`src/rtl/mem_stage_pkg.sv`:
```
// Shared types and constants for the memory stage: FSM states, bus/data widths, beat counts,
// and the men2reg encoding that the writeback mux decodes.
package mem_stage_pkg;

  localparam int DATA_W     = 48;
  localparam int SCAL_W     = 32;
  localparam int BEAT_W     = 16;
  localparam int ADDR_W     = 32;
  localparam int VEC_BEATS  = DATA_W / BEAT_W;
  localparam int SCAL_BEATS = SCAL_W / BEAT_W;
  localparam int K_W        = 2;

  // Writeback source select carried through this stage untouched.
  localparam logic [1:0] MEN2REG_ALU = 2'd0;
  localparam logic [1:0] MEN2REG_MEM = 2'd1;
  localparam logic [1:0] MEN2REG_IMM = 2'd2;
  localparam logic [1:0] MEN2REG_PC  = 2'd3;

  typedef enum logic [2:0] {
    IDLE  = 3'd0,
    WR    = 3'd1,
    RD    = 3'd2,
    RWAIT = 3'd3,
    DONE  = 3'd4
  } state_t;

  function automatic logic [K_W-1:0] last_beat(input logic vec);
    return vec ? K_W'(VEC_BEATS - 1) : K_W'(SCAL_BEATS - 1);
  endfunction

endpackage

```
`src/rtl/vec_beat_packer.sv`:
```
// Little-endian beat slicer/inserter: beat k lives at data[BEAT_W*k +: BEAT_W].
// Purely combinational; the caller owns the assembly buffer register.
module vec_beat_packer #(
  parameter int DATA_W = 48,
  parameter int BEAT_W = 16,
  parameter int K_W    = 2
) (
  input  logic [DATA_W-1:0] i_wdata,
  input  logic [DATA_W-1:0] i_buf,
  input  logic [BEAT_W-1:0] i_rbeat,
  input  logic [K_W-1:0]    i_k,
  output logic [BEAT_W-1:0] o_wbeat,
  output logic [DATA_W-1:0] o_buf_next
);

  localparam int NB = DATA_W / BEAT_W;

  always_comb begin
    o_wbeat    = '0;
    o_buf_next = i_buf;
    for (int b = 0; b < NB; b++) begin
      if (i_k == K_W'(b)) begin
        o_wbeat                          = i_wdata[b*BEAT_W +: BEAT_W];
        o_buf_next[b*BEAT_W +: BEAT_W]   = i_rbeat;
      end
    end
  end

endmodule

```
`src/rtl/mem_stage_access.sv`:
```
// Memory stage: scalar/vector loads and stores as 16b beats on a single-outstanding req/gnt/rvalid bus.
// Optional macro MEM_MISALIGN_TRAP_EN traps odd base addresses instead of aligning them down.
module mem_stage_access
  import mem_stage_pkg::*;
(
  input  logic              clk,
  input  logic              rst,
  input  logic              in_valid,
  input  logic              in_mem_rd,
  input  logic              in_mem_wr,
  input  logic              in_vec,
  input  logic [ADDR_W-1:0] in_aluRes,
  input  logic [DATA_W-1:0] in_aluResV,
  input  logic [DATA_W-1:0] in_wdata,
  input  logic              in_reg_write,
  input  logic [1:0]        in_men2reg,
  input  logic [31:0]       in_signImm,
  input  logic [4:0]        in_rd,
  input  logic [4:0]        in_vd,
  output logic              out_valid,
  output logic [DATA_W-1:0] out_data,
  output logic [ADDR_W-1:0] out_aluRes,
  output logic [DATA_W-1:0] out_aluResV,
  output logic              out_reg_write,
  output logic [1:0]        out_men2reg,
  output logic [31:0]       out_signImm,
  output logic [4:0]        out_rd,
  output logic [4:0]        out_vd,
  output logic              stall,
`ifdef MEM_MISALIGN_TRAP_EN
  output logic              misalign_err,
`endif
  output logic              mem_req,
  output logic              mem_we,
  output logic [ADDR_W-1:0] mem_addr,
  output logic [BEAT_W-1:0] mem_wdata,
  input  logic              mem_gnt,
  input  logic              mem_rvalid,
  input  logic [BEAT_W-1:0] mem_rdata,
  output state_t            dbg_state
);

  localparam logic [DATA_W-1:0] SCAL_MASK = {{(DATA_W-SCAL_W){1'b0}}, {SCAL_W{1'b1}}};

  // Handshake: a beat is transferred on any cycle with mem_req & mem_gnt; read data returns
  // on a later cycle with mem_rvalid and only one beat is ever outstanding.
  state_t            r_state;
  logic [K_W-1:0]    r_k;
  logic [DATA_W-1:0] r_buf;
  logic              r_is_wr;
  logic              r_vec;
  logic [ADDR_W-1:0] r_aluRes;
  logic [DATA_W-1:0] r_aluResV;
  logic [DATA_W-1:0] r_wdata;
  logic              r_reg_write;
  logic [1:0]        r_men2reg;
  logic [31:0]       r_signImm;
  logic [4:0]        r_rd;
  logic [4:0]        r_vd;
`ifdef MEM_MISALIGN_TRAP_EN
  logic              r_misalign;
`endif

  logic              w_mem_op;
  logic              w_last;
  logic [ADDR_W-1:0] w_base;
  logic [ADDR_W-1:0] w_addr;
  logic [BEAT_W-1:0] w_wbeat;
  logic [DATA_W-1:0] w_buf_next;

  assign w_mem_op = in_mem_rd | in_mem_wr;
  assign w_last   = (r_k == last_beat(r_vec));
  // Odd bases are aligned down; in the trap build they never reach the bus.
  assign w_base   = {r_aluRes[ADDR_W-1:1], 1'b0};
  assign w_addr   = w_base + ADDR_W'({r_k, 1'b0});

  vec_beat_packer #(
    .DATA_W (DATA_W),
    .BEAT_W (BEAT_W),
    .K_W    (K_W)
  ) u_packer (
    .i_wdata    (r_wdata),
    .i_buf      (r_buf),
    .i_rbeat    (mem_rdata),
    .i_k        (r_k),
    .o_wbeat    (w_wbeat),
    .o_buf_next (w_buf_next)
  );

  always_ff @(posedge clk or negedge rst) begin
    if (!rst) begin
      r_state     <= IDLE;
      r_k         <= '0;
      r_buf       <= '0;
      r_is_wr     <= 1'b0;
      r_vec       <= 1'b0;
      r_aluRes    <= '0;
      r_aluResV   <= '0;
      r_wdata     <= '0;
      r_reg_write <= 1'b0;
      r_men2reg   <= '0;
      r_signImm   <= '0;
      r_rd        <= '0;
      r_vd        <= '0;
`ifdef MEM_MISALIGN_TRAP_EN
      r_misalign  <= 1'b0;
`endif
    end else begin
      case (r_state)
        IDLE: begin
          if (in_valid && w_mem_op) begin
            r_k         <= '0;
            r_buf       <= '0;
            r_is_wr     <= in_mem_wr;
            r_vec       <= in_vec;
            r_aluRes    <= in_aluRes;
            r_aluResV   <= in_aluResV;
            r_wdata     <= in_wdata;
            r_reg_write <= in_reg_write;
            r_men2reg   <= in_men2reg;
            r_signImm   <= in_signImm;
            r_rd        <= in_rd;
            r_vd        <= in_vd;
`ifdef MEM_MISALIGN_TRAP_EN
            if (in_aluRes[0]) begin
              r_misalign <= 1'b1;
              r_state    <= DONE;
            end else begin
              r_state    <= in_mem_wr ? WR : RD;
            end
`else
            r_state     <= in_mem_wr ? WR : RD;
`endif
          end
        end
        WR: begin
          if (mem_gnt) begin
            if (w_last) begin
              r_k     <= '0;
              r_state <= DONE;
            end else begin
              r_k     <= r_k + 1'b1;
            end
          end
        end
        RD: begin
          if (mem_gnt) r_state <= RWAIT;
        end
        RWAIT: begin
          if (mem_rvalid) begin
            r_buf <= w_buf_next;
            if (w_last) begin
              r_k     <= '0;
              r_state <= DONE;
            end else begin
              r_k     <= r_k + 1'b1;
              r_state <= RD;
            end
          end
        end
        DONE: begin
          r_k        <= '0;
          r_state    <= IDLE;
`ifdef MEM_MISALIGN_TRAP_EN
          r_misalign <= 1'b0;
`endif
        end
        default: r_state <= IDLE;
      endcase
    end
  end

  // The IDLE passthrough is combinational, so it is gated by rst to keep outputs low in reset.
  always_comb begin
    out_valid     = 1'b0;
    out_data      = '0;
    out_aluRes    = '0;
    out_aluResV   = '0;
    out_reg_write = 1'b0;
    out_men2reg   = '0;
    out_signImm   = '0;
    out_rd        = '0;
    out_vd        = '0;
    stall         = 1'b0;
    mem_req       = 1'b0;
    mem_we        = 1'b0;
    mem_addr      = '0;
    mem_wdata     = '0;
`ifdef MEM_MISALIGN_TRAP_EN
    misalign_err  = 1'b0;
`endif
    case (r_state)
      IDLE: begin
        if (rst && in_valid) begin
          if (w_mem_op) begin
            stall = 1'b1;
          end else begin
            out_valid     = 1'b1;
            out_aluRes    = in_aluRes;
            out_aluResV   = in_aluResV;
            out_reg_write = in_reg_write;
            out_men2reg   = in_men2reg;
            out_signImm   = in_signImm;
            out_rd        = in_rd;
            out_vd        = in_vd;
          end
        end
      end
      WR: begin
        stall     = 1'b1;
        mem_req   = 1'b1;
        mem_we    = 1'b1;
        mem_addr  = w_addr;
        mem_wdata = w_wbeat;
      end
      RD: begin
        stall    = 1'b1;
        mem_req  = 1'b1;
        mem_addr = w_addr;
      end
      RWAIT: stall = 1'b1;
      DONE: begin
        out_valid     = 1'b1;
        out_data      = r_is_wr ? '0 : (r_vec ? r_buf : (r_buf & SCAL_MASK));
        out_aluRes    = r_aluRes;
        out_aluResV   = r_aluResV;
        out_reg_write = r_reg_write;
        out_men2reg   = r_men2reg;
        out_signImm   = r_signImm;
        out_rd        = r_rd;
        out_vd        = r_vd;
`ifdef MEM_MISALIGN_TRAP_EN
        if (r_misalign) begin
          out_reg_write = 1'b0;
          out_data      = '0;
          misalign_err  = 1'b1;
        end
`endif
      end
      default: ;
    endcase
  end

  assign dbg_state = r_state;

endmodule

```
`config.mk`:
```
export PLATFORM = sky130hd
export DESIGN_NAME = mem_stage_access
export DESIGN_NICKNAME = d
export VERILOG_FILES = /design/src/rtl/mem_stage_pkg.sv /design/src/rtl/vec_beat_packer.sv /design/src/rtl/mem_stage_access.sv
export SDC_FILE = /design/constraint.sdc
export NUM_CORES = 1
export LEC_CHECK = 0
export CAP_MARGIN = 20
export CORE_MARGIN = 5
export CORE_UTILIZATION = 49
export DETAILED_ROUTE_END_ITERATION = 10
export PLACE_DENSITY = 0.86
export REMOVE_ABC_BUFFERS = 1
export SYNTH_ARGS = -nofsm -noshare
export SYNTH_HDL_FRONTEND = slang
export SYNTH_SLANG_ARGS = --single-unit
```
`constraint.sdc`:
```
create_clock -name clk -period 3.66 [get_ports clk]
set_clock_uncertainty 0.05 [all_clocks]
set_input_delay 0.732 -clock clk [delete_from_list [all_inputs] [get_ports clk]]
set_output_delay 0.732 -clock clk [all_outputs]
set_load 0.02 [all_outputs]
```
# Yosys cells after proc, flatten, opt, wreduce, memory -nomap -nowiden
# Index checks and enable logic that the tools add are counted.
# totals
inputBits	197
reg_bits	228
# classes
n_reduce_logical	14
add_sub_neg	2
mux	57
eq_ne	15
bitwise_logic	1
# op_table
operator	n
two-way mux 48 bit	7
case mux 48 bit (2 select lines)	2
two-way mux 32 bit	5
case mux 32 bit (2 select lines)	2
two-way mux 16 bit	7
adder 32 x 3 -> 32 bit	1
two-way mux 5 bit	4
case mux 5 bit (2 select lines)	2
two-way mux 3 bit	6
two-way mux 2 bit	8
AND reduction 4 bit	4
case mux 3 bit (4 select lines)	1
inequality test 2 bit (second input constant)	5
two-way mux 1 bit	8
case mux 2 bit (4 select lines)	1
equality test 3 x 2 -> 1 bit (second input constant)	2
inequality test 2 x 1 -> 1 bit (second input constant)	3
case mux 1 bit (2 select lines)	3
AND reduction 5 bit	1
case mux 2 bit (2 select lines)	1
nonzero test 4 bit	1
equality test 3 x 1 -> 1 bit (second input constant)	1
equality test 3 bit (second input constant)	1
zero test 3 bit	1
other kinds (11)	12

# Longest topological paths before layout
# logic_depth
depth_word	5
ltp_mapped	8
depth_no_buf	6

# Hierarchy
# A second synthesis with hierarchy kept.
# hier_totals
hier_cells	1096
hier_area_um2	12264.3
# by_module_without_submodules
module	instances	area_per_inst_um2	cells_per_inst	seq_area_each_um2
mem_stage_access	1	11189.5	1002	5705.5
vec_beat_packer	1	1074.8	94	0.0

# Worst setup path before layout
# OpenSTA, ideal clock, no wires.
# synth_path
path_kind	register to output
from	reg r_k[0]
to	out mem_addr[31]
setup_slack_ns	0.627
arrival_time_ns	2.251
stages_incl_launch_ff	8
cell_sequence	dfrtp_1 -> ha_1 -> fa_1 -> nand2_1 -> or4_1 -> buf_2 -> or4_1 -> a21oi_1
# synth_between
elab_chain_cells	2
# synth_rtl
item	line_no	source
start: declaration	mem_stage_access.sv:48	logic [K_W-1:0] r_k;
start signal: assignment	mem_stage_access.sv:142	r_k <= r_k + 1'b1;
start signal: assignment	mem_stage_access.sv:156	r_k <= r_k + 1'b1;
adder 32 x 3 -> 32 bit	mem_stage_access.sv:75	assign w_addr = w_base + ADDR_W'({r_k, 1'b0});
two-way mux 32 bit	mem_stage_access.sv:192	case (r_state)
end: declaration	mem_stage_access.sv:35	output logic [ADDR_W-1:0] mem_addr,
# Every way passes these cells.

# Final worst setup path
# layout_path
from	reg r_aluRes[8]
to	out mem_addr[28]
# layout_between
elab_chain_cells	2
# layout_rtl
item	line_no	source
start: declaration	mem_stage_access.sv:52	logic [ADDR_W-1:0] r_aluRes;
start signal: assignment	mem_stage_access.sv:116	r_aluRes <= in_aluRes;
adder 32 x 3 -> 32 bit	mem_stage_access.sv:75	
two-way mux 32 bit	mem_stage_access.sv:192	
# Every way passes these cells.

==> out/metrics.cfg <==
[yosys]
synth.largest_area_cell=dfrtp_1
yosys_most_used_dff=dfrtp_1
synthTopCellsByArea=dfrtp_1, mux2_2, a22o_1, and2_1, a21oi_1
yosys_warnings=0
synth_seq_area_share_pct=49.1
ys_async_sr_fraction_pct=100
synth_top_area_share_pct=49.1
ys_types=44
synthTopCellsByCount=dfrtp_1, mux2_2, a22o_1
synth_edf_count=0
synth_cells=997
synth_area_sq_um=11600
synth_most_common_cell=dfrtp_1
ys_ff_latch=228
syn_area_per_cell_sq_um=11.7

[clock_network]
clock_latency_ns=0.53
htreeDepth=1
path_clk_slew_ns=0.06
cts_made_buffers=26
cts-root-buf=clkbuf_16
cts_sinks=228
cts_tree=built
cts.path.max_buffers=3

[worst_setup_path]
path_class=reg2out
end_kind=output pin
crit_required_ns=2.88
startpoint_type=flip-flop
crit_arrival_ns=2.85
crit_fanout=19

[global_routing]
grt_pass1_wl_mm=59.1
grt_max_degree=161
grt.overflow.total=0
antenna_found_initial=1
grt_pass1_vias=10500
grt_usage_pct=27.7

[layout]
fill_cells=1633
area_growth_syn_to_layout_pct=49.8
layout.cells.non_filler=1752
drive_above_1_share_pct=24.0
nNetsFinal=1617

[sta]
setup_violations=0
fin_ws_ns=0.0239
slew_headroom_pct=37.7
fin_crit_sh_pct=99.3
min_period_ns=3.64
grt_setup_unrepaired=yes
max_freq_mhz=275
slew_viol_final=0
worst_pin_slew_ns=0.934
finalHoldViolCount=0

[floorplan]
die_h_um=164
fp-row-count=56
die_w_um=164
start_util_pct=49.7
die_area_sq_um=26900
coreArea_sq_um=23400
io_pins=425

[drt]
dr.pass1.iters=4
vias=10100
wire_per_inst_um=22.4
drt-initial-drc-count=737
wirelength_mm=39.3
drc=0
antenna_left=0
viasPerCell=5.79

[place]
place_ws_ns=-0.0392
dpl.hpwl_mm=26.4
place_inst=1698
gp_congestion=0.878
io_buffers=423

[power_and_ir_drop]
power_density_nw_per_um2=714
p_leak_nw=8.85
peakVddDrop_v=0.000450

[hold_path]
holdCritPathClass=in2async

[run_status]
status=finished, final reports clean

[flow_run]
drv_cap=0

==> stage by stage <==
step	utilization, %	setup TNS, ns	cell area [sq um]	hold WS (ns)	power (W)
floorplan	-	-1104.06	11300	0.386	0.00778
global placement	70.0	-0.0163	16400	0.429	0.00979
global route	74.4	-0.0934	17400	0.440	0.0131
detailed placement	70.0	-0.268	16400	0.435	0.0100
CTS	73.4	-0.0139	17200	0.383	0.0125
finish	74.4	0	17400	0.372	0.0124
==> cells in the final DEF (no fill, tap or decap), drive strengths merged, types with 14 or more instances in the layout <==
master	n
clkdlybuf4s50	287
dfrtp	228
mux2	221
a22o	125
dlymetal6s2s	88
buf	56
and2	54
a21oi	54
clkbuf	42
nand2	40
dlygate4sd2	33
nor2	30
and3	19
o21ai	16
nand3b	16
nand3	14
==> worst max-delay path: stages (launching register included) <==
cell             delay [ns]
dfrtp_1                0.46
nand4_1                0.23
buf_4                  0.21
nand4bb_1              0.18
buf_4                  0.21
or4_1                  0.53
a21oi_2                0.21
clkdlybuf4s15_2        0.29
==> routing by layer <==
metal | GRT usage [%] | wire, um | vias to the layer above
met5 | 0 | 0 | -
met4 | 9.91 | 1550 | 0
met3 | 6.55 | 3030 | 94
met2 | 48.0 | 19600 | 479
met1 | 33.7 | 15100 | 5054
li1 | - | - | 4519
==> power by group <==
part	total [W]	switching [W]	leakage, nW	internal [W]
sequential	0.00464	0.000899	2.79	0.00374
combinational	0.00533	0.00268	5.66	0.00265
clock	0.00247	0.00106	0.393	0.00141
total	0.0124	0.00464	8.85	0.00779
==> final timing paths <==
| check | cells past startpoint | to | slack, ns | from |
|---|---|---|---|---|
| worst max-delay path | 7 | mem_addr[28] | 0.02 | r_aluRes[8]$_DFFE_PN0P_ |
| max in group asynchronous | 3 | r_aluResV[44]$_DFFE_PN0P_ | 1.75 | rst |
| worst min-delay path | 2 | r_wdata[22]$_DFFE_PN0P_ | 0.37 | rst |
| worst max register to register | 6 | r_buf[27]$_DFFE_PN0P_ | 1.34 | dbg_state[1]$_DFFE_PN0P_ |
| worst min register to register | 1 | r_buf[29]$_DFFE_PN0P_ | 0.45 | r_buf[29]$_DFFE_PN0P_ |
| min in group clk | 1 | r_buf[29]$_DFFE_PN0P_ | 0.45 | r_buf[29]$_DFFE_PN0P_ |
==> repair_timing <==
item / in CTS / in global routing
gates resized for setup: 75 / 113
hold buffers: 0 / 0
pin swaps: 0 / 1
buffers inserted: 1 / 3
cloned: 2 / 1
endpoints found under the setup margin: 194 / 152
==> flip-flops by register name, summed over array words and instances (netlist names), 2 cells and up <==
name	count
r_men2reg	2
r_buf	48
r_aluResV	48
r_wdata	48
r_k	2
dbg_state	3
r_signImm	32
r_vd	5
r_aluRes	32
r_rd	5
==> area by class of cell <==
type	count	area, sq um	area share, %
Multi-Input combinational cell	677	5610	32.2
Antenna cell	1	2.50	0.0144
Clock inverter	10	72.6	0.417
Timing Repair Buffer	472	4860	27.9
Sequential cell	228	5710	32.8
Clock buffer	36	738	4.24
Tap cell	319	399	2.29
Inverter	9	33.8	0.194
==> kinds of logic (layout without fill, tap and decap cells) <==
kind of cell | Yosys count | count (layout) | synth area share [%]
compound gates | 215 | 215 | 13.8
xor+xnor | 11 | 11 | 0.828
fa+ha+maj | 6 | 6 | 0.710
buf+inv | 93 | 527 | 3.26
flops | 228 | 228 | 49.1
mux | 224 | 224 | 21.7
other cells | 1 | 2 | 0.0322
simple gates | 219 | 220 | 10.6
No activity file was read; power rests on OpenSTA's default activity.
